`config.mk`:
```
export PLATFORM = sky130hd
export DESIGN_NAME = channel_receiver_p_flat
export DESIGN_NICKNAME = d
export VERILOG_FILES = /design/src/rtl/channel_pkg.sv /design/src/rtl/channel_receiver_p_if.sv /design/src/rtl/channel_fifo.sv /design/src/rtl/channel_receiver_p.sv /design/src/flat_wrapper.sv
export SDC_FILE = /design/constraint.sdc
export NUM_CORES = 1
export LEC_CHECK = 0
export ABC_AREA = 1
export CAP_MARGIN = 20
export CORE_MARGIN = 4
export CORE_UTILIZATION = 30
export CTS_BUF_LIST = sky130_fd_sc_hd__clkbuf_4
export DETAILED_ROUTE_END_ITERATION = 8
export GPL_TIMING_DRIVEN = 0
export PLACE_DENSITY = 0.54
export SYNTH_ARGS = -nofsm -noshare
export SYNTH_HDL_FRONTEND = slang
export SYNTH_HIERARCHICAL = 1
export SYNTH_SLANG_ARGS = --single-unit
```
`constraint.sdc`:
```
create_clock -name clk -period 3.7 [get_ports clk]
set_clock_uncertainty 0.1 [all_clocks]
set_input_delay 0.555 -clock clk [delete_from_list [all_inputs] [get_ports clk]]
set_output_delay 0.555 -clock clk [all_outputs]
set_load 0.01 [all_outputs]
```
`src/rtl/channel_pkg.sv`:
```
// Shared definitions for the parametrised channel transmitter/receiver pair:
// FSM encodings, parity modes, frame layout and the common parity function.
package channel_pkg;

    typedef enum logic [1:0] {
        ST_IDLE   = 2'd0,
        ST_SETTLE = 2'd1,
        ST_HOLD   = 2'd2
    } rx_state_e;

    localparam bit PAR_MODE_EVEN = 1'b0;
    localparam bit PAR_MODE_ODD  = 1'b1;

    // Data occupies the low bits of a frame; the parity bit sits at the MSB.
    localparam int FRAME_DATA_LSB = 0;

    // Widest frame the parity helper accepts; narrower frames are zero-extended.
    localparam int PARITY_CALC_W = 64;

    function automatic logic calc_parity(input logic [PARITY_CALC_W-1:0] bits);
        return ^bits;
    endfunction

endpackage

```
`src/rtl/channel_receiver_p_if.sv`:
```
// Channel-side and consumer-side signals of the receiver, plus FSM state for observation.
interface channel_receiver_p_if #(
    parameter int DATA_W    = 9,
    parameter int ERR_CNT_W = 8
);
    import channel_pkg::*;

    // Handshake: a word transfers on every clock edge where out_valid and out_ready are both 1;
    // out_valid never depends on out_ready, and out_data is stable while out_valid waits.
    logic                 enable;
    logic [DATA_W:0]      rx_word;
    logic                 out_ready;
    logic                 out_valid;
    logic [DATA_W-1:0]    out_data;
    logic                 parity_err;
    logic                 overflow;
    logic [ERR_CNT_W-1:0] err_count;
    logic                 fifo_full;
    rx_state_e            state;

    modport master (
        output enable, rx_word, out_ready,
        input  out_valid, out_data, parity_err, overflow, err_count, fifo_full, state
    );

    modport slave (
        input  enable, rx_word, out_ready,
        output out_valid, out_data, parity_err, overflow, err_count, fifo_full, state
    );

endinterface

```
`src/rtl/channel_fifo.sv`:
```
// Synchronous first-word-fall-through FIFO; accepts a push while full when a pop happens the same cycle.
module channel_fifo #(
    parameter int WIDTH = 9,
    parameter int DEPTH = 4
) (
    input  logic             clk,
    input  logic             rst_n,
    input  logic             push,
    input  logic [WIDTH-1:0] din,
    input  logic             pop,
    output logic [WIDTH-1:0] dout,
    output logic             full,
    output logic             empty
);
    localparam int AW = $clog2(DEPTH);
    localparam logic [AW:0] DEPTH_CNT = (AW+1)'(DEPTH);

    logic [WIDTH-1:0] mem [DEPTH];
    logic [AW-1:0]    wr_ptr;
    logic [AW-1:0]    rd_ptr;
    logic [AW:0]      count;
    logic             wr_en;
    logic             rd_en;

    assign full  = (count == DEPTH_CNT);
    assign empty = (count == '0);
    assign rd_en = pop & ~empty;
    assign wr_en = push & (~full | rd_en);
    assign dout  = empty ? '0 : mem[rd_ptr];

    always_ff @(posedge clk) begin
        if (wr_en) begin
            mem[wr_ptr] <= din;
        end
    end

    // Pointers are exactly AW bits wide, so wrap-around is free for power-of-two depths.
    always_ff @(posedge clk or negedge rst_n) begin
        if (!rst_n) begin
            wr_ptr <= '0;
            rd_ptr <= '0;
            count  <= '0;
        end else begin
            if (wr_en) begin
                wr_ptr <= wr_ptr + 1'b1;
            end
            if (rd_en) begin
                rd_ptr <= rd_ptr + 1'b1;
            end
            case ({wr_en, rd_en})
                2'b10:   count <= count + 1'b1;
                2'b01:   count <= count - 1'b1;
                default: count <= count;
            endcase
        end
    end

endmodule

```
`src/rtl/channel_receiver_p.sv`:
```
// Channel receiver: accepts a word once it has been stable for STABLE_CYCLES samples,
// parity-checks it and buffers good words in a FWFT FIFO.
module channel_receiver_p
    import channel_pkg::*;
#(
    parameter int DATA_W        = 9,
    parameter bit PARITY_ODD    = 1'b0,
    parameter int STABLE_CYCLES = 2,
    parameter int FIFO_DEPTH    = 4,
    parameter int ERR_CNT_W     = 8
) (
    input  logic                 clk,
    input  logic                 clr_n,
    channel_receiver_p_if.slave  bus
);
    localparam int FRAME_W = DATA_W + 1;
    localparam int CNT_W   = $clog2(STABLE_CYCLES + 1);
    localparam logic [CNT_W-1:0] CNT_MAX = CNT_W'(STABLE_CYCLES);
    localparam logic [CNT_W-1:0] CNT_ONE = CNT_W'(1);
    localparam logic [ERR_CNT_W-1:0] ERR_MAX = '1;
    localparam bit PAR_MODE = PARITY_ODD ? PAR_MODE_ODD : PAR_MODE_EVEN;

    rx_state_e                state;
    logic [FRAME_W-1:0]       samp;
    logic [CNT_W-1:0]         cnt;
    logic [CNT_W-1:0]         cnt_next;
    logic [PARITY_CALC_W-1:0] samp_ext;
    logic                     same;
    logic                     accept;
    logic                     good;
    logic                     pop;
    logic                     push;
    logic                     drop;
    logic                     fifo_empty;
    logic                     fifo_full;
    logic                     parity_err_q;
    logic                     overflow_q;
    logic [ERR_CNT_W-1:0]     err_count_q;

    always_comb begin
        samp_ext = '0;
        samp_ext[FRAME_W-1:0] = samp;
        same   = (bus.rx_word == samp);
        good   = (calc_parity(samp_ext) == PAR_MODE);
        // The word in samp has been held long enough; what arrives on this edge does not matter.
        accept = bus.enable && (state == ST_SETTLE) && (cnt == CNT_MAX);
        pop    = ~fifo_empty & bus.out_ready;
        push   = accept & good & (~fifo_full | pop);
        drop   = accept & good & fifo_full & ~pop;
        if (!same) begin
            cnt_next = CNT_ONE;
        end else if (cnt == CNT_MAX) begin
            cnt_next = cnt;
        end else begin
            cnt_next = cnt + CNT_ONE;
        end
    end

    always_ff @(posedge clk or negedge clr_n) begin
        if (!clr_n) begin
            state        <= ST_IDLE;
            samp         <= '0;
            cnt          <= '0;
            parity_err_q <= 1'b0;
            overflow_q   <= 1'b0;
            err_count_q  <= '0;
        end else begin
            samp         <= bus.rx_word;
            parity_err_q <= accept & ~good;
            overflow_q   <= drop;
            if (accept && !good && err_count_q != ERR_MAX) begin
                err_count_q <= err_count_q + 1'b1;
            end
            if (!bus.enable) begin
                state <= ST_IDLE;
                cnt   <= '0;
            end else begin
                cnt <= cnt_next;
                case (state)
                    ST_IDLE:   state <= ST_SETTLE;
                    // A word changing on the accept edge starts its own settle immediately.
                    ST_SETTLE: if (accept) state <= same ? ST_HOLD : ST_SETTLE;
                    ST_HOLD:   if (!same) state <= ST_SETTLE;
                    default:   state <= ST_IDLE;
                endcase
            end
        end
    end

    channel_fifo #(
        .WIDTH (DATA_W),
        .DEPTH (FIFO_DEPTH)
    ) u_fifo (
        .clk   (clk),
        .rst_n (clr_n),
        .push  (push),
        .din   (samp[FRAME_DATA_LSB +: DATA_W]),
        .pop   (pop),
        .dout  (bus.out_data),
        .full  (fifo_full),
        .empty (fifo_empty)
    );

    assign bus.out_valid  = ~fifo_empty;
    assign bus.fifo_full  = fifo_full;
    assign bus.parity_err = parity_err_q;
    assign bus.overflow   = overflow_q;
    assign bus.err_count  = err_count_q;
    assign bus.state      = state;

endmodule

```
`src/flat_wrapper.sv`:
```
// flat-port wrapper written by rule: the top's interface ports become plain ports
module channel_receiver_p_flat import channel_pkg::*;
#(
    parameter int DATA_W        = 9,
    parameter bit PARITY_ODD    = 1'b0,
    parameter int STABLE_CYCLES = 2,
    parameter int FIFO_DEPTH    = 4,
    parameter int ERR_CNT_W     = 8
)
  (clk, clr_n, bus_enable, bus_rx_word, bus_out_ready, bus_out_valid, bus_out_data, bus_parity_err, bus_overflow, bus_err_count, bus_fifo_full, bus_state);
  channel_receiver_p_if #(.DATA_W(DATA_W), .ERR_CNT_W(ERR_CNT_W)) bus_i ();
  input  logic clk;
  input  logic clr_n;
  input wire logic [$bits(bus_i.enable)-1:0] bus_enable;
  input wire logic [$bits(bus_i.rx_word)-1:0] bus_rx_word;
  input wire logic [$bits(bus_i.out_ready)-1:0] bus_out_ready;
  output wire logic [$bits(bus_i.out_valid)-1:0] bus_out_valid;
  output wire logic [$bits(bus_i.out_data)-1:0] bus_out_data;
  output wire logic [$bits(bus_i.parity_err)-1:0] bus_parity_err;
  output wire logic [$bits(bus_i.overflow)-1:0] bus_overflow;
  output wire logic [$bits(bus_i.err_count)-1:0] bus_err_count;
  output wire logic [$bits(bus_i.fifo_full)-1:0] bus_fifo_full;
  output wire logic [$bits(bus_i.state)-1:0] bus_state;
  assign bus_i.enable = bus_enable;
  assign bus_i.rx_word = bus_rx_word;
  assign bus_i.out_ready = bus_out_ready;
  assign bus_out_valid = bus_i.out_valid;
  assign bus_out_data = bus_i.out_data;
  assign bus_parity_err = bus_i.parity_err;
  assign bus_overflow = bus_i.overflow;
  assign bus_err_count = bus_i.err_count;
  assign bus_fifo_full = bus_i.fifo_full;
  assign bus_state = bus_i.state;
  channel_receiver_p #(.DATA_W(DATA_W), .PARITY_ODD(PARITY_ODD), .STABLE_CYCLES(STABLE_CYCLES), .FIFO_DEPTH(FIFO_DEPTH), .ERR_CNT_W(ERR_CNT_W)) u_core (.clk(clk), .clr_n(clr_n), .bus(bus_i));
endmodule
```
# Word level (Yosys, flattened, before mapping)
# Memory sizes are Yosys's and may differ from the RTL's.
# Index checks and enable logic that the tools add are counted.
[word_totals]
ff_bits = 31
ram_bits = 36
input_bits = 14
output_inout_bits = 23
word_cells = 62
n_memories = 1
[classes]
addsub = 6
n_eq_ne = 11
n_mux = 12
bitwise_logic = 14
reduce_logical = 9
[mem_list]
columns = ["memory", "words", "word_bits", "rd", "rd_clocked_by_memory_dff", "wr", "line", "source"]
rows = [
  ["u_core.u_fifo.mem", 4, 9, 1, 0, 1, "channel_fifo.sv:18", "logic [WIDTH-1:0] mem [DEPTH];"],
]
[ops]
columns = ["operator", "count"]
rows = [
  ["$reduce_xor 64->1", 1],
  ["$mux 2", 7],
  ["$eq 10x10->1", 1],
  ["$mux 9", 1],
  ["$add 8x1->8 const B", 1],
  ["$and 1x1->1", 8],
  ["$ne 8x8->1 const B", 1],
  ["$add 2x1->2 const B", 3],
  ["$eq 2x2->1 const B", 3],
  ["$ne 3x3->1 const B", 2],
  ["$pmux 2 s3", 1],
  ["$pmux 3 s2", 1],
  ["$eq 2x1->1 const B", 2],
  ["$logic_and 1x1->1", 4],
  ["$not 1->1", 4],
  ["$add 3x1->3 const B", 1],
  ["$eq 3x3->1 const B", 1],
  ["$logic_not 3->1", 1],
  ["$ne 3x2->1 const B", 1],
  ["$sub 3x1->3 const B", 1],
  ["$logic_not 2->1", 1],
  ["$mux 1", 2],
  ["$or 1x1->1", 2],
  ["$reduce_and 2->1", 1],
  ["$reduce_bool 2->1", 1],
]

# Depth between registers and ports, before layout
[logic_depth]
depth_word = 8
mapped_depth = 17
ltp_nobuf = 17

# By module
# The synthesis kept the hierarchy.
[by_module_without_submodules]
columns = ["module", "n_inst", "cells_per_inst", "area_per_inst_um2", "seq_area_each_um2"]
rows = [
  ["channel_fifo", 1, 160, 1853.0, 1256.2],
  ["channel_receiver_p", 1, 172, 1352.5, 600.6],
]

# Least setup slack after synthesis
# Ideal clock, no wire load.
[synth_path]
path_kind = "in2reg"
startpoint = "input port bus_enable"
endpoint = "memory u_core.u_fifo.mem[0][0] (enable)"
setup_ns = 0.374
arrival_ns = 1.922
required_time_ns = 3.226
slack_ns = 1.303
path_stages = 8
path_buffers = 0
path_cell_list = "inv_1 > nor2_1 > nand3_1 > clkinv_1 > nand3_1 > nor2_1 > o21ai_4 > nor2_1"
[synth_between]
elab_chain_cells = 7
[synth_lines]
columns = ["item", "line", "source"]
rows = [
  ["from (decl)", "flat_wrapper.sv:14", "input wire logic [$bits(bus_i.enable)-1:0] bus_enable;"],
  ["$logic_and 1x1->1 (2 in a row)", "channel_receiver_p.sv:46", "accept = bus.enable && (state == ST_SETTLE) && (cnt == CNT_MAX);"],
  ["$and 1x1->1 (2 in a row)", "channel_receiver_p.sv:48", "push = accept & good & (~fifo_full | pop);"],
  ["via u_core.push", "channel_receiver_p.sv:32", "logic push;"],
  ["$and 1x1->1", "channel_fifo.sv:28", "assign wr_en = push & (~full | rd_en);"],
  ["$mux 1", "channel_fifo.sv:32", "if (wr_en) begin"],
  ["$mux 1 (implied by the code)", "channel_fifo.sv:33", "mem[wr_ptr] <= din;"],
  ["to (decl)", "channel_fifo.sv:18", ""],
]
# The timed path passes the listed nets, and every way through them passes these cells.

# Worst setup path after layout
[layout_path]
startpoint = "input port bus_enable"
endpoint = "memory u_core.u_fifo.mem[1][1] (enable)"
# The elaborated chain is that of the path after synthesis.

==> impl_metrics.env <==
export IMPL_portBuffers=36
export IMPL_crit_top_cell="nor2_1"
export IMPL_rr_endpoint="u_core/u_fifo/mem[1][1]$_DFFE_PP_"
export IMPL_setup_ws_ns=0.539
export IMPL_drive_above_1_share_pct=11.7
export IMPL_die_h_um=111
export IMPL_min_period_over_period_pct=85.4
export IMPL_finalNetCount=400
export IMPL_grt_usage_pct=11.2
export IMPL_cts_resized_gates=0
export IMPL_cp_num_buf_inv=3
export IMPL_grt_antenna_before_repair=0
export IMPL_timing_fmax_ghz=0.316
export IMPL_ant_nets=0
export IMPL_peakVddDrop_mv=0.202
export IMPL_synth_area_um2=3210
export IMPL_synthDistinctLibCells=31
export IMPL_syn2layout_area_growth_pct=21.6
export IMPL_grt_max_degree=32
export IMPL_ys_seq_area_share_pct=57.9
export IMPL_clock_sinks=67
export IMPL_start_util_pct=30.9
export IMPL_synth_largest_area_cell="edfxtp_1"
export IMPL_design_die_area_um2=12400
export IMPL_worstRegToRegCells=8
export IMPL_die_width_um=111
export IMPL_worstSetupStartpointType="input port"
export IMPL_dp_hpwl_um=4600
export IMPL_vias=2270
export IMPL_drtIter0Drc=104
export IMPL_cts_setup_buffers=0
export IMPL_place_congestion=0.777
export IMPL_drv_cap=0
export IMPL_worst_slew_pin_slew_ns=0.903
export IMPL_p_comb_share_pct=35.9
export IMPL_p_leak_nw=1.63
export IMPL_syn_area_per_cell_um2=9.66
export IMPL_cp_cell_sequence="clkdlybuf4s50_1, inv_1, nor2_1, nand3_1, clkinv_1, nand3_1, nor2_1, o21ai_4, nor2_1"
export IMPL_diodes=0
export IMPL_cts_hold_buf=0
export IMPL_p_sw_share_pct=34.5
export IMPL_cts_root_buffer="clkbuf_4"
export IMPL_relSlewSlack_pct=39.6
export IMPL_p_int_w=0.00145
export IMPL_clk_pin_slew_ns=0.12
export IMPL_grt_overflow=0
export IMPL_wl_per_cell_um=12.9
export IMPL_synthTopCellsByArea="edfxtp_1 34%, dfrtp_1 24%, nand2_1 6.9%"
export IMPL_clkLatencyLatePin_ns=0.41
export IMPL_cts_buffers=9
export IMPL_worstPathRequired_ns=3.64
export IMPL_hp_class="input port to async pin"
export IMPL_p_clk_share_pct=25.4
export IMPL_crit_type="input port to register"
export IMPL_cpLargestDelayFamily="simple AND/OR/NAND/NOR gates"
export IMPL_setup_viol_count_final=0
export IMPL_htree_levels=3
export IMPL_r2r_start="u_core/u_fifo/count[2]$_DFFE_PN0P_"
export IMPL_synthCells=332
export IMPL_synth_top_area_share_pct=33.7
export IMPL_wl_um=6710
export IMPL_slew_violations=0
export IMPL_io_pins=37
export IMPL_via_per_inst=4.37
export IMPL_tritoncts="built"
export IMPL_num_rows=37
export IMPL_clockBufferDepth=2
export IMPL_power_density_nw_per_um2=569
export IMPL_r2r_slack_ns=0.75
export IMPL_arrival_ns=3.10
export IMPL_dp_slack_ns=0.131
export IMPL_grt_pass1_wl_um=11100
export IMPL_synth_nets=353
export IMPL_drtPass1Iterations=5
export IMPL_p_seq_share_pct=38.7
export IMPL_core_area_um2=10400
export IMPL_grt_pass1_vias=2273
export IMPL_outcome="finished, final reports clean"
export IMPL_synth_seq_cells=67
export IMPL_path_max_fanout=10
export IMPL_end_kind="register"
export IMPL_rsz0062_at_grt="false"
export IMPL_cp_slowest_cell="nor2_1"
export IMPL_drc=0
export IMPL_cpPeakStageDelay_ns=0.71
export IMPL_fin_tns_setup_ns=0
export IMPL_p_sw_w=0.000766
export IMPL_ys_warn_count=6
export IMPL_final_hold_viol_count=0
export IMPL_min_period_ns=3.16
cell usage after synthesis (all sizes together):
library cell,n
fa,1
clkinv,3
o21ai,25
a21oi,12
nor2,59
nand2,69
edfxtp,36
nand3,15
or2,4
buf,2
nand3b,1
nor3,1
nand4,9
xor2,11
dfrtp,31
o21a,1
ha,6
clkbuf,2
xnor2,6
inv,38
sequential cells by signal, indices dropped and copies added, names as in the netlist, 2 cells and up:
| register | count |
|---|---|
| u_core/bus.state | 2 |
| u_core/u_fifo/count | 3 |
| u_core/cnt | 2 |
| u_core/u_fifo/wr_ptr | 2 |
| u_core/samp | 10 |
| u_core/u_fifo/mem | 36 |
| u_core/u_fifo/rd_ptr | 2 |
| u_core/bus.err_count | 8 |
power groups by stage:
| stage | Sequential [W] | Clock, W | Combinational, W |
|---|---|---|---|
| 2_1_floorplan | 0.000867 | 0 | 0.000489 |
| 3_3_place_gp | 0.000874 | 0 | 0.000796 |
| 3_5_place_dp | 0.000876 | 0 | 0.000809 |
| 5_1_grt | 0.000865 | 0.000606 | 0.000890 |
| 4_1_cts | 0.000860 | 0.000583 | 0.000812 |
| 6_report | 0.000860 | 0.000563 | 0.000797 |
worst max path at each step:
| stage | start | end | cells after the start |
|---|---|---|---|
| 6_report | bus_enable | u_core/u_fifo/mem[1][1]$_DFFE_PP_ | 9 |
| 2_1_floorplan | bus_enable | u_core/u_fifo/mem[0][0]$_DFFE_PP_ | 8 |
| 4_1_cts | bus_enable | u_core/u_fifo/mem[3][2]$_DFFE_PP_ | 9 |
| 5_1_grt | bus_enable | u_core/u_fifo/mem[1][0]$_DFFE_PP_ | 9 |
| 3_5_place_dp | bus_enable | u_core/u_fifo/mem[3][6]$_DFFE_PP_ | 9 |
| 3_3_place_gp | bus_enable | u_core/u_fifo/mem[3][5]$_DFFE_PP_ | 9 |
stage by stage:
| step | instances | hold WS, ns | utilization [%] | total power [W] | instance area, µm² |
|---|---|---|---|---|---|
| 2_1_floorplan | 332 | 0.159 | - | 0.00136 | 3210 |
| 3_5_place_dp | 504 | 0.422 | 36.0 | 0.00169 | 3730 |
| 3_3_place_gp | 504 | 0.403 | 36.0 | 0.00167 | 3740 |
| 4_1_cts | 520 | 0.102 | 37.6 | 0.00225 | 3900 |
| 5_1_grt | 520 | 0.126 | 37.6 | 0.00236 | 3900 |
| 6_report | 520 | 0.0862 | 37.6 | 0.00222 | 3900 |
cell families after synthesis:
| kind of cell | synth area share (%) |
|---|---|
| AO/OA/AOI/OAI | 6.48 |
| XOR/XNOR | 4.64 |
| adder cells (fa/ha/maj) | 2.97 |
| buffers and inverters | 5.66 |
| flip-flops | 57.9 |
| AND/OR/NAND/NOR | 22.3 |
worst register-to-register path: stages, from the launching register on:
cell      delay, ns
dfrtp_1        0.40
inv_1          0.08
nand2_2        0.11
clkinv_1       0.35
o21ai_0        0.33
inv_1          0.06
nor2_1         0.29
o21ai_4        0.15
nor2_1         0.71
placed cells by master (no fill, tap or decap), types with 4 or more instances in the layout:
cell type / count
nand2_1: 59
nor2_1: 57
edfxtp_1: 36
clkdlybuf4s50_1: 35
inv_1: 35
dfrtp_1: 31
o21ai_0: 14
xor2_1: 11
nand3_1: 11
a21oi_1: 11
o21ai_1: 10
clkbuf_4: 9
nand2_2: 9
nand4_1: 9
xnor2_1: 6
ha_1: 6
clkinv_1: 4
or2_2: 4
layer usage:
| layer | GRT usage, % | part of all wire [%] | vias up |
|---|---|---|---|
| li1 | - | - | 1180 |
| met1 | 14.3 | 47 | 1042 |
| met2 | 18.5 | 48 | 43 |
| met3 | 3.10 | 4.2 | 5 |
| met4 | 3.41 | 0.85 | 0 |
| met5 | 0 | 0 | - |
final cells by class:
type	count	area, µm²
Buffer	4	27.5
Clock buffer	9	67.6
Clock inverter	7	98.8
Fill cell	1088	6470
Inverter	41	154
Multi-Input combinational cell	220	1170
Sequential cell	67	1860
Tap cell	136	170
Timing Repair Buffer	36	355
Power figures use the tool's default switching activity.
